File: src/rtl/mem_arbiter_if.sv
// Requester, memory and stall signals shared between the arbiter and its neighbours.
interface mem_arbiter_if #(
  parameter int unsigned ADDR_W = 32
) ();

  // Instruction-fetch requester
  logic              i_f_req;
  logic [ADDR_W-1:0] i_f_addr;
  logic              o_f_rvalid;
  logic [31:0]       o_f_rdata;
  logic              o_f_err;

  // Load/store requester
  logic              i_d_req;
  logic              i_d_we;
  logic [ADDR_W-1:0] i_d_addr;
  logic [31:0]       i_d_wdata;
  logic [3:0]        i_d_strb;
  logic              o_d_rvalid;
  logic [31:0]       o_d_rdata;
  logic              o_d_err;

  // Single-ported memory bus
  logic              o_mem_req;
  logic              o_mem_we;
  logic [ADDR_W-1:0] o_mem_addr;
  logic [31:0]       o_mem_wdata;
  logic [3:0]        o_mem_strb;
  logic              i_mem_ack;
  logic [31:0]       i_mem_rdata;

  // Core PC-enable stall
  logic              o_stall;

  // Arbiter side
  modport slave (
    input  i_f_req, i_f_addr,
    input  i_d_req, i_d_we, i_d_addr, i_d_wdata, i_d_strb,
    input  i_mem_ack, i_mem_rdata,
    output o_f_rvalid, o_f_rdata, o_f_err,
    output o_d_rvalid, o_d_rdata, o_d_err,
    output o_mem_req, o_mem_we, o_mem_addr, o_mem_wdata, o_mem_strb,
    output o_stall
  );

  // Requester / memory side
  modport master (
    output i_f_req, i_f_addr,
    output i_d_req, i_d_we, i_d_addr, i_d_wdata, i_d_strb,
    output i_mem_ack, i_mem_rdata,
    input  o_f_rvalid, o_f_rdata, o_f_err,
    input  o_d_rvalid, o_d_rdata, o_d_err,
    input  o_mem_req, o_mem_we, o_mem_addr, o_mem_wdata, o_mem_strb,
    input  o_stall
  );

endinterface

File: src/rtl/mem_arbiter.sv
// Two-requester (fetch / load-store) arbiter and sequencer for one single-ported
// memory, with round-robin tie break, access timeout and core stall.
module mem_arbiter #(
  parameter int unsigned ADDR_W  = 32,
  parameter int unsigned TIMEOUT = 16
) (
  input  logic         i_clk,
  input  logic         i_rst_n,
  mem_arbiter_if.slave bus
);

  localparam int unsigned DATA_W = 32;
  localparam int unsigned STRB_W = 4;
  localparam int unsigned CNT_W  = (TIMEOUT == 0) ? 1 : $clog2(TIMEOUT + 1);
  localparam logic [CNT_W-1:0] CNT_LAST = (TIMEOUT == 0) ? '0 : CNT_W'(TIMEOUT - 1);
  localparam logic TO_EN = (TIMEOUT != 0);

  typedef enum logic [1:0] {
    ST_IDLE = 2'd0,
    ST_BUSY = 2'd1,
    ST_RESP = 2'd2
  } state_t;

  typedef enum logic {
    GNT_FETCH = 1'b0,
    GNT_DATA  = 1'b1
  } gnt_t;

  state_t             state_q;
  gnt_t               last_gnt_q;
  logic [CNT_W-1:0]   cnt_q;

  logic               mem_req_q;
  logic               mem_we_q;
  logic [ADDR_W-1:0]  mem_addr_q;
  logic [DATA_W-1:0]  mem_wdata_q;
  logic [STRB_W-1:0]  mem_strb_q;

  logic               f_rvalid_q;
  logic [DATA_W-1:0]  f_rdata_q;
  logic               f_err_q;
  logic               d_rvalid_q;
  logic [DATA_W-1:0]  d_rdata_q;
  logic               d_err_q;

  logic               pick_fetch_c;
  logic               timeout_c;

  // Round-robin pick: fetch wins unless data is also pending and fetch went last.
  always_comb begin
    pick_fetch_c = bus.i_f_req & (~bus.i_d_req | (last_gnt_q == GNT_DATA));
  end

  // Abort once the access has spent TIMEOUT cycles in BUSY.
  always_comb begin
    timeout_c = TO_EN & (cnt_q == CNT_LAST);
  end

  // Arbiter FSM with registered memory command and responses.
  always_ff @(posedge i_clk) begin
    if (!i_rst_n) begin
      state_q     <= ST_IDLE;
      last_gnt_q  <= GNT_DATA;
      cnt_q       <= '0;
      mem_req_q   <= 1'b0;
      mem_we_q    <= 1'b0;
      mem_addr_q  <= '0;
      mem_wdata_q <= '0;
      mem_strb_q  <= '0;
      f_rvalid_q  <= 1'b0;
      f_rdata_q   <= '0;
      f_err_q     <= 1'b0;
      d_rvalid_q  <= 1'b0;
      d_rdata_q   <= '0;
      d_err_q     <= 1'b0;
    end else begin
      f_rvalid_q <= 1'b0;
      d_rvalid_q <= 1'b0;

      case (state_q)
        ST_IDLE: begin
          if (bus.i_f_req | bus.i_d_req) begin
            cnt_q     <= '0;
            mem_req_q <= 1'b1;
            state_q   <= ST_BUSY;
            if (pick_fetch_c) begin
              last_gnt_q  <= GNT_FETCH;
              mem_we_q    <= 1'b0;
              mem_addr_q  <= bus.i_f_addr;
              mem_wdata_q <= '0;
              mem_strb_q  <= '0;
            end else begin
              last_gnt_q  <= GNT_DATA;
              mem_we_q    <= bus.i_d_we;
              mem_addr_q  <= bus.i_d_addr;
              mem_wdata_q <= bus.i_d_wdata;
              mem_strb_q  <= bus.i_d_strb;
            end
          end
        end

        ST_BUSY: begin
          cnt_q <= cnt_q + CNT_W'(1);
          if (bus.i_mem_ack) begin
            mem_req_q <= 1'b0;
            state_q   <= ST_RESP;
            if (last_gnt_q == GNT_FETCH) begin
              f_rvalid_q <= 1'b1;
              f_rdata_q  <= bus.i_mem_rdata;
              f_err_q    <= 1'b0;
            end else begin
              d_rvalid_q <= 1'b1;
              d_rdata_q  <= mem_we_q ? '0 : bus.i_mem_rdata;
              d_err_q    <= 1'b0;
            end
          end else if (timeout_c) begin
            mem_req_q <= 1'b0;
            state_q   <= ST_RESP;
            if (last_gnt_q == GNT_FETCH) begin
              f_rvalid_q <= 1'b1;
              f_rdata_q  <= '0;
              f_err_q    <= 1'b1;
            end else begin
              d_rvalid_q <= 1'b1;
              d_rdata_q  <= '0;
              d_err_q    <= 1'b1;
            end
          end
        end

        ST_RESP: begin
          state_q <= ST_IDLE;
        end

        default: begin
          state_q   <= ST_IDLE;
          mem_req_q <= 1'b0;
        end
      endcase
    end
  end

  assign bus.o_mem_req   = mem_req_q;
  assign bus.o_mem_we    = mem_we_q;
  assign bus.o_mem_addr  = mem_addr_q;
  assign bus.o_mem_wdata = mem_wdata_q;
  assign bus.o_mem_strb  = mem_strb_q;

  assign bus.o_f_rvalid  = f_rvalid_q;
  assign bus.o_f_rdata   = f_rdata_q;
  assign bus.o_f_err     = f_err_q;
  assign bus.o_d_rvalid  = d_rvalid_q;
  assign bus.o_d_rdata   = d_rdata_q;
  assign bus.o_d_err     = d_err_q;

  // Hold the PC while any requester is still waiting; drops in the response cycle.
  assign bus.o_stall = (bus.i_f_req & ~f_rvalid_q) | (bus.i_d_req & ~d_rvalid_q);

endmodule

File: src/flat_wrapper.sv
// flat-port wrapper written by rule: the top's interface ports become plain ports
module mem_arbiter_flat 
#(
  parameter int unsigned ADDR_W  = 32,
  parameter int unsigned TIMEOUT = 16
)
  (i_clk, i_rst_n, bus_i_f_req, bus_i_f_addr, bus_i_d_req, bus_i_d_we, bus_i_d_addr, bus_i_d_wdata, bus_i_d_strb, bus_i_mem_ack, bus_i_mem_rdata, bus_o_f_rvalid, bus_o_f_rdata, bus_o_f_err, bus_o_d_rvalid, bus_o_d_rdata, bus_o_d_err, bus_o_mem_req, bus_o_mem_we, bus_o_mem_addr, bus_o_mem_wdata, bus_o_mem_strb, bus_o_stall);
  mem_arbiter_if #(.ADDR_W(ADDR_W)) bus_i ();
  input  logic i_clk;
  input  logic i_rst_n;
  input wire logic [$bits(bus_i.i_f_req)-1:0] bus_i_f_req;
  input wire logic [$bits(bus_i.i_f_addr)-1:0] bus_i_f_addr;
  input wire logic [$bits(bus_i.i_d_req)-1:0] bus_i_d_req;
  input wire logic [$bits(bus_i.i_d_we)-1:0] bus_i_d_we;
  input wire logic [$bits(bus_i.i_d_addr)-1:0] bus_i_d_addr;
  input wire logic [$bits(bus_i.i_d_wdata)-1:0] bus_i_d_wdata;
  input wire logic [$bits(bus_i.i_d_strb)-1:0] bus_i_d_strb;
  input wire logic [$bits(bus_i.i_mem_ack)-1:0] bus_i_mem_ack;
  input wire logic [$bits(bus_i.i_mem_rdata)-1:0] bus_i_mem_rdata;
  output wire logic [$bits(bus_i.o_f_rvalid)-1:0] bus_o_f_rvalid;
  output wire logic [$bits(bus_i.o_f_rdata)-1:0] bus_o_f_rdata;
  output wire logic [$bits(bus_i.o_f_err)-1:0] bus_o_f_err;
  output wire logic [$bits(bus_i.o_d_rvalid)-1:0] bus_o_d_rvalid;
  output wire logic [$bits(bus_i.o_d_rdata)-1:0] bus_o_d_rdata;
  output wire logic [$bits(bus_i.o_d_err)-1:0] bus_o_d_err;
  output wire logic [$bits(bus_i.o_mem_req)-1:0] bus_o_mem_req;
  output wire logic [$bits(bus_i.o_mem_we)-1:0] bus_o_mem_we;
  output wire logic [$bits(bus_i.o_mem_addr)-1:0] bus_o_mem_addr;
  output wire logic [$bits(bus_i.o_mem_wdata)-1:0] bus_o_mem_wdata;
  output wire logic [$bits(bus_i.o_mem_strb)-1:0] bus_o_mem_strb;
  output wire logic [$bits(bus_i.o_stall)-1:0] bus_o_stall;
  assign bus_i.i_f_req = bus_i_f_req;
  assign bus_i.i_f_addr = bus_i_f_addr;
  assign bus_i.i_d_req = bus_i_d_req;
  assign bus_i.i_d_we = bus_i_d_we;
  assign bus_i.i_d_addr = bus_i_d_addr;
  assign bus_i.i_d_wdata = bus_i_d_wdata;
  assign bus_i.i_d_strb = bus_i_d_strb;
  assign bus_i.i_mem_ack = bus_i_mem_ack;
  assign bus_i.i_mem_rdata = bus_i_mem_rdata;
  assign bus_o_f_rvalid = bus_i.o_f_rvalid;
  assign bus_o_f_rdata = bus_i.o_f_rdata;
  assign bus_o_f_err = bus_i.o_f_err;
  assign bus_o_d_rvalid = bus_i.o_d_rvalid;
  assign bus_o_d_rdata = bus_i.o_d_rdata;
  assign bus_o_d_err = bus_i.o_d_err;
  assign bus_o_mem_req = bus_i.o_mem_req;
  assign bus_o_mem_we = bus_i.o_mem_we;
  assign bus_o_mem_addr = bus_i.o_mem_addr;
  assign bus_o_mem_wdata = bus_i.o_mem_wdata;
  assign bus_o_mem_strb = bus_i.o_mem_strb;
  assign bus_o_stall = bus_i.o_stall;
  mem_arbiter #(.ADDR_W(ADDR_W), .TIMEOUT(TIMEOUT)) u_core (.i_clk(i_clk), .i_rst_n(i_rst_n), .bus(bus_i));
endmodule
File: config.mk
export PLATFORM = sky130hd
export DESIGN_NAME = mem_arbiter_flat
export DESIGN_NICKNAME = d
export VERILOG_FILES = /design/src/rtl/mem_arbiter_if.sv /design/src/rtl/mem_arbiter.sv /design/src/flat_wrapper.sv
export SDC_FILE = /design/constraint.sdc
export NUM_CORES = 1
export LEC_CHECK = 0
export BUFFER_PORTS_ARGS = -buffer_cell sky130_fd_sc_hd__buf_2
export CAP_MARGIN = 20
export CORE_MARGIN = 4
export CORE_UTILIZATION = 50
export CTS_CLUSTER_SIZE = 8
export DETAILED_ROUTE_END_ITERATION = 8
export GPL_TIMING_DRIVEN = 0
export HOLD_SLACK_MARGIN = 0.03
export PLACE_DENSITY = 0.9
export SYNTH_ARGS = -nofsm -noshare
export SYNTH_HDL_FRONTEND = slang
export SYNTH_SLANG_ARGS = --single-unit
export TNS_END_PERCENT = 100
File: constraint.sdc
create_clock -name i_clk -period 4.7 [get_ports i_clk]
set_input_delay 0.94 -clock i_clk [delete_from_list [all_inputs] [get_ports i_clk]]
set_output_delay 0.94 -clock i_clk [all_outputs]
set_load 0.005 [all_outputs]
# Word-level counts from Yosys, hierarchy flattened
# Index checks and enable logic that the tools add are counted.
dict set report classes {
  add_sub_neg 1
  n_eq_ne 5
  mux 38
  bitwise 11
  n_reduce_logical 10
}
# cell count
set op_table {}
lappend op_table {{$mux 32} 11}
lappend op_table {{$mux 1} 19}
lappend op_table {{$pmux 5 s2} 1}
lappend op_table {{$reduce_and 3->1} 3}
lappend op_table {{$reduce_and 2->1} 4}
lappend op_table {{$mux 2} 3}
lappend op_table {{$add 5x1->5 const B} 1}
lappend op_table {{$eq 5x4->1 const B} 1}
lappend op_table {{$mux 5} 1}
lappend op_table {{$not 1->1} 5}
lappend op_table {{$mux 4} 1}
lappend op_table {{$pmux 2 s2} 1}
lappend op_table {{$reduce_bool 2->1} 2}
lappend op_table {{$and 1x1->1} 3}
lappend op_table {{$ne 3x2->1 const B} 1}
lappend op_table {{$or 1x1->1} 3}
lappend op_table {{$pmux 1 s3} 1}
lappend op_table {{$eq 2x1->1 const B} 1}
lappend op_table {{$eq 2x2->1 const B} 1}
lappend op_table {{$logic_not 2->1} 1}
lappend op_table {{$ne 2x1->1 const B} 1}
dict set report word_totals {
  regBits 146
  input_bits 138
  out_inout_bits 139
  wordCells 79
}

# Logic depth before layout (Yosys ltp)
dict set report logic_depth {
  ltp_word 4
  ltp_mapped 8
}

# Worst setup path before layout
# Ideal clock, no wire load.
dict set report synth_timing {
  path_kind {input to output}
  from {input port bus_i_f_req}
  to {output port bus_o_stall}
  t_arrival_ns 1.377
  t_required_ns 3.760
  setup_slack_ns 2.383
  path_stages 3
  n_path_buf 1
  cell_sequence {clkbuf_1 inv_1 o22ai_1}
}
dict set report synth_via {
  elab_chain_cells 2
}
# item line_no
set synth_lines {}
lappend synth_lines {{start: declaration} flat_wrapper.sv:11} ;# input wire logic [$bits(bus_i.i_f_req)-1:0] bus_i_f_req;
lappend synth_lines {{$and 1x1->1} mem_arbiter.sv:157} ;# assign bus.o_stall = (bus.i_f_req & ~f_rvalid_q) | (bus.i_d_req & ~d_rvalid_q);
lappend synth_lines {{$or 1x1->1} mem_arbiter.sv:157}
lappend synth_lines {{end: declaration} flat_wrapper.sv:31} ;# output wire logic [$bits(bus_i.o_stall)-1:0] bus_o_stall;
# Every way passes these cells.

# Worst setup path after layout
# Same ends and word-level chain as after synthesis.

==> results.md <==
* Result of the run: finished, final reports clean
* Post-Synthesis Cell Area at 0.00608 mm^2
* WL/cell at 17.0 um
* Clock skew after layout at 0.00666 ns
* Most common cell type on the critical path: sky130_fd_sc_hd__buf_2
* Summed area of non-filler cells in the final layout at 0.00822 mm^2
* Proportion of power drawn by the clock network at 0.429
* Layout cell share with drive strength beyond 1 at 0.354
* Register clock-pin slew on the reported worst setup and hold paths at 0.06 ns
* Switching power summed over all nets at 0.779 mW
* Share of Yosys cell area claimed by the top area cell type at 0.480
* Setup TNS at 0 ns
* Initial core utilization at 0.509
* Hold_buf cts at 0
* Global route overflow at 0
* Number of sinks on the clock net at 146
* Proportion of register bits with asynchronous set or reset after synthesis at 0
* Slew at the pin closest to its max-slew limit at 0.545 ns
* Arrival time at the worst endpoint at 1.94 ns
* Post-detail-place hpwl at 13.7 mm
* Element type at the critical path end: primary output
* RSZ-0062 raised after global routing: false
* Pin count of the biggest net entering global routing at 17
* Boundary pin count at 277
* Cell types with the largest area share after synthesis: sky130_fd_sc_hd__dfxtp_1 48%, sky130_fd_sc_hd__mux2i_1 11%, sky130_fd_sc_hd__nand2_1 6.2%
* Cell Chain, Critical Path: buf_2 -> clkbuf_1 -> inv_1 -> o22ai_1 -> buf_2
* Data required time of the critical path at 3.76 ns
* Final Hold Fails at 0
* Most used flip-flop cell after synthesis: sky130_fd_sc_hd__dfxtp_1
* Min-Delay Path Class: flop to flop
* Power density cells at 374 mW/mm^2
* Distinct cell type count after synthesis at 33
* Combinational share of power at 0.136
* Routability cong. at 0.810
* Wire length reported by the detailed router at 18.3 mm
* Power share of the sequential group at 0.435
* IO Port Bufs at 275
* Area growth from synthesis to layout at 35.2%
* Total internal power at 2.30 mW
* Number of storage elements in the synthesis netlist at 146
* Worst setup path startpoint: bus_i_f_req
* Worst Hold Launch: u_core.bus.o_d_rdata[31]
* DIE AREA at 0.0140 mm^2
* Vias in the first global route at 5,833
* # Max-Cap Violations at 0
* Postcts setup bufs at 0
* Die Wd at 118 um
* Placed Instance Area at 0.00764 mm^2
* Worst supply voltage drop on vdd at 200 uV
* Switching share of power at 0.253
* Worst path slowest cell: sky130_fd_sc_hd__clkbuf_1
* Largest fanout of any net on the critical path at 10
* Number of buffers on the longest clock path at 2
* Leakage power total at 3.93 nW
* Number of synthesized flops with an enable pin at 0
* DRC marker count from the first detailed-route iteration at 367
* First-pass GRT wire length at 28.7 mm
* Number of buffer and inverter stages on the critical path at 4
* Residual DRC count at 0
* Global router's overall resource usage at 0.250
* Site row count at 40
* Via-per-instance ratio at 5.51
* Startpoint of the most critical register-to-register path: u_core.cnt_q[0]
* Nature of the critical path startpoint: input pin
* Highest Clock Rate at 0.347 GHz
* Vertical die dimension at 118 um
* Length of the first detailed-routing pass in iterations at 5
* CTS Root Buffer Type: sky130_fd_sc_hd__clkbuf_16
* Worst slew slack as a fraction of its limit at 0.636
* Highest cell delay on the worst timing path at 0.38 ns
* Synthesized net count at 764
* Number of buffers created by CTS at 17
* Mean area per synthesized cell at 9.77 um^2
* Shortest period the worst path allows at 2.88 ns
* Leading area contributor after synthesis: sky130_fd_sc_hd__dfxtp_1
* Clock tree from TritonCTS: yes
* Critical path start-end classification: input pin to primary output
* Skew-Pair Late Insertion Delay at 0.42 ns
* Number of levels in the clock H-tree at 4
* Sequential cell area fraction in the yosys report at 0.480
* Final worst-path cycle share at 0.612
* PostCTS Resize Cnt at 0
* Inserted Diodes at 0
* Pins Over Slew Limit at 0
* Number of antenna violations at the first check in global routing at 1
* Cell count after synthesis at 623
* DRT antenna net count at 0
* Number of warnings printed during yosys synthesis at 0
* Crit path max-delay family: buffers and inverters
* Area inside the core boundary at 0.0120 mm^2
* Via count at 5,933
* Total number of nets in the final design at 1,058
* Setup-failing EPs final at 0
[per-layer routing]
metal  vias to the layer above  routed length [um]  global-route usage
met4                         2                 412              0.0894
met2                       295                8990               0.436
met3                        46                1660              0.0785
li1                       2827                   -                   -
met1                      2763                7270               0.288
met5                         -                  13                   0
[cells in the final DEF, fill, tap and decap left out, drive strengths merged, types with 2 or more instances in the layout]
cell type    n
o311a       32
inv          5
and3        33
nor2b        2
dfxtp      146
bufinv       2
nor3         2
clkinvlp     2
mux2i       66
ha           3
and3b        2
buf        297
a21boi      35
nand2      101
o21bai      32
o22ai        3
nor3b        4
o21ai        6
a22o        37
nand3       34
or2          2
nor2         5
nand2b       2
clkinv      10
clkbuf      60
[path summary, 6_finish.rpt]
path	to	slack [ns]	cells after the start
setup / recovery	bus_o_stall	1.82	5
hold / removal	u_core.bus.o_d_rdata[31]	0.45	2
setup reg to reg	u_core.bus.o_d_rdata[17]	2.65	8
hold reg to reg	u_core.bus.o_d_rdata[31]	0.45	2
[registers in the layout (all words and copies together) (netlist names), 2 cells and up]
name and count:
u_core.bus.o_d_rdata 32, u_core.bus.o_f_rdata 32, u_core.bus.o_mem_addr 32, u_core.bus.o_mem_wdata 32, u_core.cnt_q 5, u_core.bus.o_mem_strb 4
u_core.state_q 2
[Yosys cell counts (all sizes together), types with 4 or more instances]
cell type / number
dfxtp: 146
nand2: 101
mux2i: 66
clkbuf: 42
a22o: 37
a21boi: 35
nand3: 34
and3: 33
o21bai: 32
o311a: 32
buf: 22
o21ai: 6
inv: 5
nor2: 5
nor3b: 4
[worst register-to-register path, stage by stage (launching register included)]
cell and delay (ns):
sky130_fd_sc_hd__dfxtp_1 0.33, sky130_fd_sc_hd__ha_1 0.22, sky130_fd_sc_hd__and3_1 0.21, sky130_fd_sc_hd__ha_1 0.21
sky130_fd_sc_hd__nor2_1 0.20, sky130_fd_sc_hd__and3b_1 0.20, sky130_fd_sc_hd__buf_2 0.17, sky130_fd_sc_hd__buf_4 0.21
sky130_fd_sc_hd__mux2i_1 0.20
[cell families (layout without fill, tap and decap cells)]
family / count (synthesis) / in the layout / share of synthesized area
and+or+nand+nor: 189 / 189 / 0.145
DFF: 146 / 146 / 0.480
AOI/OAI and AO/OA: 149 / 149 / 0.204
muxes: 66 / 66 / 0.109
xor gates and xnor gates: 1 / 1 / 0.00144
adders and majority gates: 3 / 3 / 0.00617
buffers and inverters: 69 / 376 / 0.0545
[power by group through the flow]
stage / registers, mW / clock network [mW] / logic, mW
global placement: 1.36 / 0 / 0.410
floorplan: 1.37 / 0 / 0.228
CTS: 1.34 / 1.33 / 0.418
finish: 1.34 / 1.32 / 0.418
detailed placement: 1.36 / 0 / 0.416
global route: 1.34 / 1.38 / 0.458
[stage by stage]
step / power, mW / util / instances / setup WS, ns / hold WS [ns]
after CTS: 3.08 / 0.688 / 1077 / 1.85 / 0.454
after detailed placement: 1.78 / 0.639 / 1045 / 1.86 / 0.444
after floorplan: 1.59 / - / 623 / 2.38 / 0.451
after global placement: 1.77 / 0.639 / 1045 / 1.87 / 0.438
after global routing: 3.19 / 0.688 / 1077 / 1.79 / 0.462
final: 3.08 / 0.688 / 1077 / 1.82 / 0.454
[layout make-up]
| type | instances | area (um^2) |
|---|---|---|
| multi-input cells | 408 | 2830 |
| clock inverters | 14 | 140 |
| fillers | 964 | 3740 |
| well taps | 147 | 184 |
| repair buffers | 275 | 1380 |
| inverters | 5 | 18.8 |
| flip-flops and latches | 146 | 2920 |
| plain buffers | 64 | 313 |
| clock buffers | 18 | 439 |
Note: power is estimated with default switching activity, not from simulation.
